===== config.mk =====
export PLATFORM = sky130hd
export DESIGN_NAME = z_csa_resolve
export DESIGN_NICKNAME = d
export VERILOG_FILES = /design/src/rtl/z_csa_resolve.sv
export SDC_FILE = /design/constraint.sdc
export NUM_CORES = 1
export LEC_CHECK = 0
export ABC_CLOCK_PERIOD_IN_PS = 2800
export CAP_MARGIN = 20
export CORE_UTILIZATION = 25
export CTS_CLUSTER_SIZE = 25
export DETAILED_ROUTE_END_ITERATION = 10
export PLACE_DENSITY = 0.49
export SLEW_MARGIN = 20
export SYNTH_ARGS = -nofsm -noshare
export SYNTH_HDL_FRONTEND = slang
export SYNTH_SLANG_ARGS = --single-unit

===== constraint.sdc =====
create_clock -name clk -period 2.8 [get_ports clk]
set_input_delay 0.56 -clock clk [delete_from_list [all_inputs] [get_ports clk]]
set_output_delay 0.56 -clock clk [all_outputs]
set_load 0.01 [all_outputs]

===== src/rtl/z_csa_resolve.sv =====
// Resolves a carry-save (sum, carry) pair into a binary word, SLICE bits per cycle,
// through a three-state accept / resolve / present handshake.
module z_csa_resolve #(
  parameter int WIDTH = 16,
  parameter int SLICE = 4
) (
  input  logic             clk,
  input  logic             rst,
  input  logic             in_valid,
  output logic             in_ready,
  input  logic [WIDTH-1:0] sum_vec,
  input  logic [WIDTH-1:0] carry_vec,
  output logic             out_valid,
  input  logic             out_ready,
  output logic [WIDTH-1:0] result,
  output logic             ovf
);

  localparam int NSL   = WIDTH / SLICE;
  localparam int IDX_W = (NSL > 1) ? $clog2(NSL) : 1;
  localparam logic [IDX_W-1:0] LAST_IDX = IDX_W'(NSL - 1);

  typedef enum logic [1:0] {IDLE, RESOLVE, DONE} state_t;

  state_t           r_state;
  state_t           w_state_nxt;
  logic             w_accept;
  logic             w_last;
  logic [WIDTH-1:0] r_a;
  logic [WIDTH-1:0] r_b;
  logic [IDX_W-1:0] r_idx;
  logic             r_cy;
  logic             r_pend;
  logic [WIDTH-1:0] r_result;
  logic             r_ovf;
  logic [SLICE-1:0] w_a_sl;
  logic [SLICE-1:0] w_b_sl;
  logic [SLICE:0]   w_sum;

  assign w_last = (r_idx == LAST_IDX);

  always_ff @(posedge clk) begin
    if (rst) r_state <= IDLE;
    else     r_state <= w_state_nxt;
  end

  always_comb begin
    w_state_nxt = r_state;
    in_ready    = 1'b0;
    out_valid   = 1'b0;
    w_accept    = 1'b0;
    case (r_state)
      IDLE: begin
        in_ready = 1'b1;
        if (in_valid) begin
          w_accept    = 1'b1;
          w_state_nxt = RESOLVE;
        end
      end
      RESOLVE: if (w_last) w_state_nxt = DONE;
      DONE: begin
        out_valid = 1'b1;
        if (out_ready) w_state_nxt = IDLE;
      end
      default: w_state_nxt = IDLE;
    endcase
  end

  // Slice selection and the SLICE+1 bit adder for the current slice.
  always_comb begin
    w_a_sl = '0;
    w_b_sl = '0;
    for (int k = 0; k < NSL; k++) begin
      if (r_idx == IDX_W'(k)) begin
        w_a_sl = r_a[k*SLICE +: SLICE];
        w_b_sl = r_b[k*SLICE +: SLICE];
      end
    end
    w_sum = {1'b0, w_a_sl} + {1'b0, w_b_sl} + (SLICE+1)'(r_cy);
  end

  // The carry MSB falls off the shifted operand; it is kept as a pending overflow bit.
  always_ff @(posedge clk) begin
    if (rst) begin
      r_a      <= '0;
      r_b      <= '0;
      r_idx    <= '0;
      r_cy     <= 1'b0;
      r_pend   <= 1'b0;
      r_result <= '0;
      r_ovf    <= 1'b0;
    end else if (w_accept) begin
      r_a    <= sum_vec;
      r_b    <= {carry_vec[WIDTH-2:0], 1'b0};
      r_pend <= carry_vec[WIDTH-1];
      r_idx  <= '0;
      r_cy   <= 1'b0;
    end else if (r_state == RESOLVE) begin
      for (int k = 0; k < NSL; k++) begin
        if (r_idx == IDX_W'(k)) r_result[k*SLICE +: SLICE] <= w_sum[SLICE-1:0];
      end
      r_cy  <= w_sum[SLICE];
      r_idx <= r_idx + 1'b1;
      if (w_last) r_ovf <= w_sum[SLICE] | r_pend;
    end
  end

  assign result = r_result;
  assign ovf    = r_ovf;

endmodule


==> out/results.ini <==
[yosys]
synth_nets = 352
synthTopCellsByArea = dfxtp_1 (43%), nand2_1 (11%), a21oi_1 (10%)
synth_cells = 307
synth_area_leader_cell = dfxtp_1
synth.top_cell.area_share_pct = 42.7
synthFlopType = dfxtp_1
synth_seq_cells = 54
syn_avg_cell_area_um2 = 8.25
syn_area_um2 = 2530
synth_edf_count = 0
seq_area_frac_synth_pct = 42.7
yosysWarnings = 0
async_reset_ff_share_pct = 0
synthDistinctLibCells = 32

[clock_tree]
clockBufferDepth = 2
clock_latency_ns = 0.31
clock-sinks = 54
post_cts_buffers = 0
root_buffer = clkbuf_8
tritoncts = done
cts_buffers = 5
cts_max_level = 2
clk_pin_slew_ns = 0.09

[worst_setup_path]
cp_slowest_cell = fa_1
rr_startpoint = r_idx[0]
r2r-end = ovf
cp.arrival_ns = 2.67
path_cells = inv_1, ha_2, a21oi_1, o21ai_0, a22oi_1, fa_1, inv_1, fa_1, a21o_1, a21oi_1, a311oi_2
ff2ff_setup_slack_ns = 0.31
critPathLaunchType = flip-flop
critPathLaunch = r_idx[0]
crit_buf_inv = 2
critPathCaptureType = flip-flop
required_ns = 2.97
critPathTopFamily = compound AO/OA/AOI/OAI gates
worst_r2r_path_depth = 11
cpPeakStageDelay_ns = 0.39
path_max_fanout = 9
critical_path_class = reg -> reg

[hold_path]
min_to = r_a[11]
holdPathStages = 2
min_from = r_a[11]
min_path_type = reg -> reg

[place]
hpwlAfterDp_mm = 4.45
place_congestion = 0.805
portBuffers = 54

[floorplanning]
fp.dieArea_um2 = 10500
die_h_um = 103
coreArea_um2 = 9770
die_width_um = 103
start_util_pct = 25.9
pin_count = 55
row_count = 36

[sta]
rsz0062_at_grt = no
finalHoldViolCount = 0
setup_viol = 0
period_share_pct = 89.1
finalSetupTns_ns = 0
period_minus_slack_ns = 2.49
slew_headroom_pct = 55.3
drv_slew = 0
clock_skew_ns = 0.00511
max_freq_ghz = 0.401
tightest_slew_ns = 0.671

[layout]
utilization_pct = 32.9
antenna_cells = 0
fin_nets = 396
nFillCells = 1079
layout-drive-gt1-share_pct = 6.53
syn2layout_area_growth_pct = 27.1

[grt]
grt_max_degree = 38
grt_pass1_wl_mm = 9.91
antenna_found_initial = 0
overflow = 0
grt_use_total_pct = 12.3
grt_pass1_vias = 2087

[power_and_ir_drop]
power.density_nw_per_um2 = 497
power.leakage_nw = 1.16
irDropWorstVdd_uv = 190

[run_status]
status = finished clean

[drt]
drtIter0Drc = 38
ant_nets = 0
wl_per_cell_um = 12.3
via_per_inst = 4.34
wirelength_mm = 5.99
drtPass1Iterations = 6
dr_total_vias = 2105
route.detailed.drc = 0

[job]
drv_cap = 0

-- how the worst max path moves through the flow --
stage	end	slack [ns]	cells past startpoint
2_1_floorplan	ovf	0.24	13
3_3_place_gp	ovf	0.34	11
3_5_place_dp	ovf	0.23	11
4_1_cts	ovf	0.22	11
5_1_grt	ovf	0.06	11
6_report	ovf	0.31	11
-- worst register-to-register path, stage by stage, from the launching register on --
cell and delay [ns]:
dfxtp_1 0.37, inv_1 0.11, ha_2 0.26, a21oi_1 0.12, o21ai_0 0.09, a22oi_1 0.20, fa_1 0.23, inv_1 0.06
fa_1 0.39, a21o_1 0.19, a21oi_1 0.22, a311oi_2 0.12
-- layout make-up --
| class | instances | area (µm²) | share of cell area [%] |
|---|---|---|---|
| multi-input cells | 214 | 1220 | 37.8 |
| flip-flops and latches | 54 | 1080 | 33.6 |
| clock inverters | 1 | 30.0 | 0.933 |
| well taps | 133 | 166 | 5.17 |
| clock buffers | 7 | 76.3 | 2.37 |
| repair buffers | 62 | 596 | 18.5 |
| inverters | 14 | 52.6 | 1.63 |
-- cells in the final DEF, fill, tap and decap left out, drive strengths merged, types with 7 or more instances in the layout --
cell type / Yosys / final
ha: 7 / 7
a21oi: 51 / 51
inv: 14 / 14
nand2: 76 / 76
buf: 15 / 9
o21ai: 8 / 8
dfxtp: 54 / 54
clkbuf: 10 / 7
nor2: 18 / 18
a211oi: 9 / 9
clkdlybuf4s50: 0 / 53
-- synthesized netlist by cell type, types with 2 or more instances --
cell / count
dfxtp_1: 54
nor2_1: 18
nand2_1: 71
a211oi_1: 9
a21oi_1: 51
a22oi_1: 2
fa_1: 2
buf_4: 3
nand3b_1: 2
nand4_1: 4
o21ai_0: 8
clkbuf_1: 9
buf_2: 2
inv_1: 14
and3b_1: 4
ha_1: 7
nor2b_1: 3
a22o_1: 6
buf_6: 10
o221ai_1: 4
mux2i_1: 6
nand2_2: 5
nand2b_1: 4
-- registers in the layout, indices dropped and copies added (netlist names) --
| register | cells |
|---|---|
| r_cy | 1 |
| ovf | 1 |
| r_state | 2 |
| r_idx | 2 |
| r_b | 15 |
| r_pend | 1 |
| r_a | 16 |
| result | 16 |
-- logic make-up after synthesis --
kind of cell	synth area share [%]
muxes	2.37
and+or+nand+nor	20.7
AOI/OAI and AO/OA	19.6
xor gates and xnor gates	0.346
DFF	42.7
buffers and inverters	9.34
adders and majority gates	5.04
-- metal layers --
layer | global-route usage, % | vias up | share of wire (%)
met2 | 20.4 | 46 | 46
li1 | - | 1112 | -
met4 | 4.18 | 0 | 1.5
met5 | 0 | - | 0
met3 | 2.64 | 10 | 3.9
met1 | 15.7 | 937 | 49
-- power breakdown --
| group | leakage, nW | total (mW) | internal, mW | switching [mW] |
|---|---|---|---|---|
| Clock | 0.0524 | 0.521 | 0.268 | 0.253 |
| Combinational | 0.662 | 0.251 | 0.123 | 0.128 |
| Sequential | 0.441 | 0.828 | 0.804 | 0.0238 |
-- metrics by stage --
stage	cell area, µm²	cells	hold WS (ns)	power, mW	setup slack [ns]
after floorplan	2530	307	0.436	1.00	0.240
after global placement	3110	477	0.447	1.10	0.338
after detailed placement	3110	477	0.448	1.10	0.233
after CTS	3220	485	0.462	1.62	0.220
after global routing	3220	485	0.484	1.68	0.0612
final	3220	485	0.460	1.60	0.305
-- repair_timing --
item	4_1_cts	5_1_grt
gates resized for setup	0	1
endpoints found under the setup margin	0	2
hold buffers	0	0
(Power assumes the default switching activity.)
